--- config.mk ---
export PLATFORM = sky130hd
export DESIGN_NAME = noc_ring_node
export DESIGN_NICKNAME = d
export VERILOG_FILES = /design/src/rtl/noc_ring_node.sv
export SDC_FILE = /design/constraint.sdc
export NUM_CORES = 1
export LEC_CHECK = 0
export BUFFER_PORTS_ARGS = -buffer_cell sky130_fd_sc_hd__buf_2
export CAP_MARGIN = 25
export CORE_MARGIN = 3
export CORE_UTILIZATION = 49
export CTS_CLUSTER_DIAMETER = 60
export CTS_CLUSTER_SIZE = 20
export DETAILED_ROUTE_END_ITERATION = 8
export PLACE_DENSITY = 0.7
export SETUP_SLACK_MARGIN = 0.5
export SLEW_MARGIN = 20
export SYNTH_ARGS = -nofsm -noshare
export SYNTH_HDL_FRONTEND = slang
export SYNTH_SLANG_ARGS = --single-unit
--- constraint.sdc ---
create_clock -name clk -period 7.3 [get_ports clk]
set_clock_uncertainty 0.1 [all_clocks]
set_input_delay 1.46 -clock clk [delete_from_list [all_inputs] [get_ports clk]]
set_output_delay 1.46 -clock clk [all_outputs]
set_load 0.005 [all_outputs]
--- src/rtl/noc_ring_node.sv ---
// noc_ring_node
//   Ring router node between the core's adapter and the NoC ring.
//   - Buffers flits injected by the adapter in a small FIFO (drops when full).
//   - Forwards ring traffic and FIFO traffic to the downstream node through a
//     registered output stage.
//   - Ejects bytes addressed to this node (from the ring or looped back from
//     the FIFO) to the adapter, one per cycle.
// Flit format (17b): [16] valid, [15:12] reserved, [11:8] dest, [7:0] byte.
// Ports:
//   clk            clock, posedge
//   rst            asynchronous active-low reset
//   inj_flit       injected flit from adapter (no backpressure)
//   ej_flit        {1'b1, byte} for one cycle on ejection, else 0
//   ring_in        flit from upstream node
//   ring_in_ready  ring_in consumed this cycle when valid & ready
//   ring_out       registered flit to downstream node
//   ring_out_ready downstream accepts ring_out when valid & ready
//   inj_drop       one-cycle pulse when an injected flit was dropped
//   drop_cnt       saturating count of dropped injected flits
module noc_ring_node #(
  parameter logic [3:0] NODE_ID = 4'd0,
  parameter int         DEPTH   = 4,
  parameter int         ADDR_W  = 2
) (
  input  logic        clk,
  input  logic        rst,
  input  logic [16:0] inj_flit,
  output logic [8:0]  ej_flit,
  input  logic [16:0] ring_in,
  output logic        ring_in_ready,
  output logic [16:0] ring_out,
  input  logic        ring_out_ready,
  output logic        inj_drop,
  output logic [7:0]  drop_cnt
);

  typedef enum logic {RR_RING = 1'b0, RR_FIFO = 1'b1} rr_e;

  localparam logic [ADDR_W:0] FULL_CNT = (ADDR_W + 1)'(DEPTH);

  logic [16:0]       mem_q [DEPTH];
  logic [ADDR_W-1:0] wr_ptr_q, wr_ptr_d;
  logic [ADDR_W-1:0] rd_ptr_q, rd_ptr_d;
  logic [ADDR_W:0]   count_q, count_d;
  rr_e               rr_q, rr_d;
  logic [16:0]       ring_out_q, ring_out_d;
  logic [8:0]        ej_q, ej_d;
  logic              drop_q, drop_d;
  logic [7:0]        drop_cnt_q, drop_cnt_d;

  logic [16:0] head_s;
  logic        fifo_ne_s, ring_local_s, cand_r_s, cand_f_s, loop_pop_s;
  logic        adv_s, grant_r_s, grant_f_s, pop_s, accept_s;

  // Request decode, arbitration, FIFO bookkeeping and output-stage next state
  always_comb begin
    head_s       = mem_q[rd_ptr_q];
    fifo_ne_s    = (count_q != {(ADDR_W + 1){1'b0}});
    ring_local_s = ring_in[16] && (ring_in[11:8] == NODE_ID);
    cand_r_s     = ring_in[16] && (ring_in[11:8] != NODE_ID);
    cand_f_s     = fifo_ne_s && (head_s[11:8] != NODE_ID);
    // Loopback only uses the ejector when the ring is not ejecting.
    loop_pop_s   = fifo_ne_s && (head_s[11:8] == NODE_ID) && !ring_local_s;
    adv_s        = !ring_out_q[16] || ring_out_ready;

    grant_r_s = 1'b0;
    grant_f_s = 1'b0;
    rr_d      = rr_q;
    if (adv_s) begin
      if (cand_r_s && cand_f_s) begin
        // Contested: current pointer wins, pointer moves to the loser.
        if (rr_q == RR_RING) begin
          grant_r_s = 1'b1;
          rr_d      = RR_FIFO;
        end else begin
          grant_f_s = 1'b1;
          rr_d      = RR_RING;
        end
      end else begin
        grant_r_s = cand_r_s;
        grant_f_s = cand_f_s;
      end
    end else begin
      rr_d = rr_q;
    end

    ring_in_ready = ring_local_s || grant_r_s;
    pop_s         = grant_f_s || loop_pop_s;
    // A full FIFO still accepts when the head leaves in the same cycle.
    accept_s      = inj_flit[16] && ((count_q < FULL_CNT) || pop_s);
    drop_d        = inj_flit[16] && !accept_s;

    wr_ptr_d = accept_s ? (wr_ptr_q + ADDR_W'(1)) : wr_ptr_q;
    rd_ptr_d = pop_s    ? (rd_ptr_q + ADDR_W'(1)) : rd_ptr_q;
    case ({accept_s, pop_s})
      2'b10:   count_d = count_q + (ADDR_W + 1)'(1);
      2'b01:   count_d = count_q - (ADDR_W + 1)'(1);
      default: count_d = count_q;
    endcase

    if (drop_d && (drop_cnt_q != 8'hFF)) begin
      drop_cnt_d = drop_cnt_q + 8'd1;
    end else begin
      drop_cnt_d = drop_cnt_q;
    end

    if (ring_local_s) begin
      ej_d = {1'b1, ring_in[7:0]};
    end else if (loop_pop_s) begin
      ej_d = {1'b1, head_s[7:0]};
    end else begin
      ej_d = 9'h000;
    end

    // Output stage only changes when it may advance; a stalled flit is held.
    if (grant_r_s) begin
      ring_out_d = ring_in;
    end else if (grant_f_s) begin
      ring_out_d = head_s;
    end else if (adv_s) begin
      ring_out_d = 17'h00000;
    end else begin
      ring_out_d = ring_out_q;
    end
  end

  // State registers, FIFO storage and registered outputs
  always_ff @(posedge clk or negedge rst) begin
    if (!rst) begin
      for (int i = 0; i < DEPTH; i++) mem_q[i] <= 17'h00000;
      wr_ptr_q   <= '0;
      rd_ptr_q   <= '0;
      count_q    <= '0;
      rr_q       <= RR_RING;
      ring_out_q <= 17'h00000;
      ej_q       <= 9'h000;
      drop_q     <= 1'b0;
      drop_cnt_q <= 8'h00;
    end else begin
      if (accept_s) mem_q[wr_ptr_q] <= inj_flit;
      wr_ptr_q   <= wr_ptr_d;
      rd_ptr_q   <= rd_ptr_d;
      count_q    <= count_d;
      rr_q       <= rr_d;
      ring_out_q <= ring_out_d;
      ej_q       <= ej_d;
      drop_q     <= drop_d;
      drop_cnt_q <= drop_cnt_d;
    end
  end

  assign ring_out = ring_out_q;
  assign ej_flit  = ej_q;
  assign inj_drop = drop_q;
  assign drop_cnt = drop_cnt_q;

endmodule

# [Word-level counts from Yosys, hierarchy flattened]
# Index checks and enable logic that the tools add are counted.
[word_totals] word_cells=69 output_inout_bits=36 in_bits=37 regBits=111
[classes] magnitude_cmp=4 n_reduce_logical=25 eq_ne=3 bitwise_logic=2 mux=18 addsub=5
[ops] operator="$mux W17" n=6
[ops] operator="$bwmux W68" n=1
[ops] operator="$bmux W17 S2" n=1
[ops] operator="$demux W17 S2" n=1
[ops] operator="$mux W9" n=2
[ops] operator="$logic_and A1 B1 Y1" n=10
[ops] operator="$add A8 B1 Y8 const B" n=1
[ops] operator="$logic_not A4 Y1" n=2
[ops] operator="$ne A8 B8 Y1 const B" n=1
[ops] operator="$reduce_bool A4 Y1" n=2
[ops] operator="$ge A3 B3 Y1 const B" n=2
[ops] operator="$mux W1" n=6
[ops] operator="$not A2 Y3" n=2
[ops] operator="$pmux W3 S2" n=1
[ops] operator="$reduce_bool A3 Y1" n=2
[ops] operator="$add A2 B1 Y2 const B" n=2
[ops] operator="$logic_or A1 B1 Y1" n=4
[ops] operator="$add A3 B1 Y3 const B" n=1
[ops] operator="$logic_not A1 Y1" n=3
[ops] operator="$lt A3 B1 Y1 const B" n=1
[ops] operator="$lt A3 B3 Y1 const B" n=1
[ops] operator="$sub A3 B1 Y3 const B" n=1
[ops] operator="$eq A2 B1 Y1 const B" n=1
[ops] operator="$eq A2 B2 Y1 const B" n=1
[ops] operator="other kinds (2)" n=2

# [Logic depth before layout (Yosys ltp)]
[logic_depth] depth_word=15 depth_mapped=13 ltp_nobuf=11

# [Worst setup path before layout]
# No wires, ideal clock.
[synth_timing] path_type="input -> output" from="in ring_in[8]" to="out ring_in_ready" t_required_ns=5.740 slack_ns=3.244 cell_stages=5 arrival_time_ns=2.496 path_buffers=1 cell_sequence="o41ai_1 nor2_1 o31a_1 buf_2 or2_2"
[synth_between] elab_chain_cells=6
[synth_rtl] element="start, declared" line_no="29" source="input logic [16:0] ring_in,"
[synth_rtl] element="$reduce_bool A4 Y1" line_no="60" source="cand_r_s = ring_in[16] && (ring_in[11:8] != NODE_ID);"
[synth_rtl] element="$logic_and A1 B1 Y1" line_no="60"
[synth_rtl] element="$logic_and A1 B1 Y1" line_no="70" source="if (cand_r_s && cand_f_s) begin"
[synth_rtl] element="$mux W1" line_no="70"
[synth_rtl] element="$mux W1" line_no="69" source="if (adv_s) begin"
[synth_rtl] element="$logic_or A1 B1 Y1 *" line_no="87" source="ring_in_ready = ring_local_s || grant_r_s;"
[synth_rtl] element="end, declared" line_no="30" source="output logic ring_in_ready,"
# Every way passes the cells marked *; elsewhere a longest branch is shown, timed or not.

# [Final worst setup path]
[layout_timing] from="reg rd_ptr_q[1]" to="out ring_in_ready"
[layout_between] elab_chain_cells=10
[layout_rtl] element="start, declared" line_no="43" source="logic [ADDR_W-1:0] rd_ptr_q, rd_ptr_d;"
[layout_rtl] element="start signal, assigned" line_no="142" source="rd_ptr_q <= rd_ptr_d;"
[layout_rtl] element="$not A2 Y3 (not written as such)" line_no="57" source="head_s = mem_q[rd_ptr_q];"
[layout_rtl] element="$bmux W17 S2" line_no="57"
[layout_rtl] element="$mux W17 (not written as such) (2 in a row)" line_no="57"
[layout_rtl] element="$reduce_bool A4 Y1" line_no="61" source="cand_f_s = fifo_ne_s && (head_s[11:8] != NODE_ID);"
[layout_rtl] element="$logic_and A1 B1 Y1" line_no="61"
[layout_rtl] element="$logic_and A1 B1 Y1" line_no="70"
[layout_rtl] element="$mux W1" line_no="70"
[layout_rtl] element="$mux W1" line_no="69"
[layout_rtl] element="$logic_or A1 B1 Y1" line_no="87"
# Every way passes these cells. The select of a mux whose other input is x is not followed.

==> impl_results.md <==
* Initial antenna violation count at 0
* Maximum number of pins on one net before global-route repair at 58
* Hold violation count in the final report at 0
* Max frequency at approximately 0.21 GHz
* Iter 0 DRT Violations at 393
* Final worst-path cycle share at 64.16%
* Measured slew at the worst slew-check pin at 0.9000 ns
* Critical Path AT at 3.12 ns
* Later-pin clock latency in the skew report at 0.39 ns
* Dpl ws at between 2 and 3 ns
* Final GP Congestion at about 0.8
* Average vias per placed instance at 5.880
* Bufs and invs on worst path at 1
* Post-Syn Nets at 456
* Number of nets with antenna violations after routing at 0
* Path type of the worst min-delay path: flop to flop
* Slew margin rel. at approximately 40%
* Layout Area Growth over Synthesis at 12.26%
* Floorplan row count at 36
* Overflow left after global routing at 0
* Area share of the largest cell type after synthesis at between 50% and 60%
* Net load switching power at 0.001110 W
* Root cell of the clock tree: clkbuf_8
* Placeable Area at 0.009864 mm^2
* Reg clk slew, reported paths at ~0.11 ns
* Unique masters post-synth at 39
* Combinational fraction of design power at 47.2%
* Critical Path Source Type: flop
* CTS tree: yes
* Cell Area, Synth at 0.005031 mm^2
* Cts hold-fix bufs at 0
* Avg Cell Area, Syn at 12.21 um^2
* Die width at around 110 um
* EDFF count, synth at 0
* Total of flip-flops plus latches after synthesis at roughly 110
* Vertical die dimension at 107.3 um
* Cells traversed along the worst timing path: mux4_2 -> nor4_4 -> o31a_1 -> or2_2 -> buf_2
* Run status: completed
* Switching portion of total power at 41.00%
* Initial core utilization at 51.00%
* Cell type contributing the most total cell area after synthesis: dfrtp_1
* Synth area leaders: dfrtp_1 55%, a22o_1 11%, mux4_2 7.6%
* Total of warnings raised by yosys at 0
* Final setup viols at 0
* Wire per inst at around 19 um
* Post-route DRC violation count at 0
* Commonest register cell after synthesis: dfrtp_1
* Most instantiated library cell after synthesis: dfrtp_1
* CP delay by family, top: flip-flops
* Power share of the sequential group at 39.7%
* Number of buffers on the longest clock path at 2
* Most used standard cells in the synthesized netlist: 111 x dfrtp_1, 72 x nand2_1, 64 x a22o_1, 17 x mux4_2
* Buffers inserted by post-CTS timing repair at 0
* Routed wire length at between 10000 and 15000 um
* Final WS setup at 2.617 ns
* PD cells at between 400 and 500 mW/mm^2
* Min Tclk post-route at about 4.7 ns
* GRT Util Overall at 21.60%
* Placed Cells at 592
* Endpoint type of the worst setup path: output port
* Setup TNS after final layout at 0 ns
* Number of slew-limit violations in the final report at 0
* Final net count at 514
* Critical path class: flop to output port
* Via count of the first global-routing pass at about 3600
* Highest-delay cell along the critical path: dfrtp_1
* CP required at 5.74 ns
* Proportion of layout cells with a drive suffix above 1 at a little over a quarter
* Quantity of gates resized following cts at 0
* RSZ-0062 raised after global routing: false
* Reported leakage power at around 2.7 nW
* Share of the yosys chip area belonging to registers at roughly 55%
* Post-DP HPWL at 7703 um
* Number of cells in the finished layout apart from fillers at 608
* Ant. Diodes at 0
* Wire length of the first global-routing pass at roughly 19000 um
* Total vias in the final route at between 3000 and 4000
* Number of optimization iterations in the first detailed-route pass at 7
* Utilization after layout at 57.26%
* Maximum fanout count along the critical path at 18
* Peak supply drop at 0.0002429 V
* Die area at 0.01152 mm^2
* CTS H-tree lvls at 3
* Cell count after synthesis at 412
* Number of clock sinks at 111
* Internal power of the cells at roughly 0.0016 W
* Port Buf Inserts at 72
* Clock buffer count from CTS at 9
* Async set-reset flop share out of synthesis at 100.0%
* Final hold slack at 0.3753 ns
* Largest stage delay on the critical path at 0.92 ns
* Max-cap viol count at 0
* Power share of the clock group at 13.1%
* Number of top-level design ports at 73
[sequential cells by signal (all words and copies together) (netlist names)]
register / flops
rd_ptr_q: 2
wr_ptr_q: 2
ej_flit: 9
rr_q: 1
inj_drop: 1
count_q: 3
ring_out: 17
mem_q: 68
drop_cnt: 8
[stage by stage]
step                      area [um^2]  total power, W
after floorplan                  5031        0.002003
after global placement           5459        0.002322
after detailed placement         5459        0.002362
after CTS                        5645        0.002720
after global routing             5648        0.002897
final                            5648        0.002708
[layout make-up]
| cell class | count | area [um^2] |
|---|---|---|
| Fill cell | 814 | 4217 |
| Inverter | 9 | 35.03 |
| Sequential cell | 111 | 2778 |
| Clock buffer | 9 | 123.9 |
| Clock inverter | 7 | 62.56 |
| Timing Repair Buffer | 77 | 400.4 |
| Tap cell | 133 | 166.4 |
| Multi-Input combinational cell | 262 | 2082 |
[worst paths after layout]
path,slack [ns],to,from,depth (start not counted)
worst min register to register,0.38,mem_q[33],mem_q[33],1
max in group asynchronous,4.95,mem_q[31],rst,2
worst min-delay path,0.38,mem_q[33],mem_q[33],1
worst max register to register,2.99,count_q[2],rd_ptr_q[1],12
min in group asynchronous,1.02,mem_q[51],rst,1
worst max-delay path,2.62,ring_in_ready,rd_ptr_q[1],5
[per-layer routing]
layer / track usage, % / up-vias / routed length [um] / part of all wire [%]
met5: 0 / - / 0 / 0
met4: 5.951 / 0 / 71 / 0.60
met3: 4.799 / 8 / 968 / 8.2
met2: 33.07 / 173 / 5640 / 48
met1: 31.44 / 1773 / 5089 / 43
li1: - / 1621 / - / -
[cells by family after synthesis]
family | Yosys count | synth area share [%]
compound gates | 117 | 19.50
flops | 111 | 55.21
simple gates | 104 | 9.077
buf+inv | 39 | 3.531
xor+xnor | 13 | 2.263
fa+ha+maj | 7 | 1.890
mux | 21 | 8.530
[cells in the final DEF (no fill, tap or decap), types with 2 or more instances in the layout]
cell      synthesis  final
a22o_1           64     64
dfrtp_1         111    111
o211ai_4          4      4
a22oi_1          16     16
clkinv_4          0      2
clkbuf_8          0      9
o21ai_0           8      8
nor3_1            6      6
inv_6             0      3
nand2b_1          5      5
nor4_1            2      2
ha_1              6      6
nor2b_1           3      2
xor2_1            7      7
xnor2_1           6      6
nand2_1          72     72
mux4_2           17     17
or2_2             2      2
a21oi_2           7      7
nor2_1            6      6
nand3_1           5      5
buf_4             0      6
inv_1             8      8
a21oi_1          11     11
buf_2             6     71
[power by group through the flow]
| stage | Sequential, W | Clock [W] | Combinational [W] |
|---|---|---|---|
| floorplan | 0.00102 | 0 | 0.000982 |
| global placement | 0.00107 | 0 | 0.00125 |
| detailed placement | 0.00108 | 0 | 0.00128 |
| CTS | 0.00107 | 0.000363 | 0.00129 |
| global route | 0.00110 | 0.000389 | 0.00141 |
| finish | 0.00108 | 0.000353 | 0.00128 |
Power figures use the tool's default switching activity.
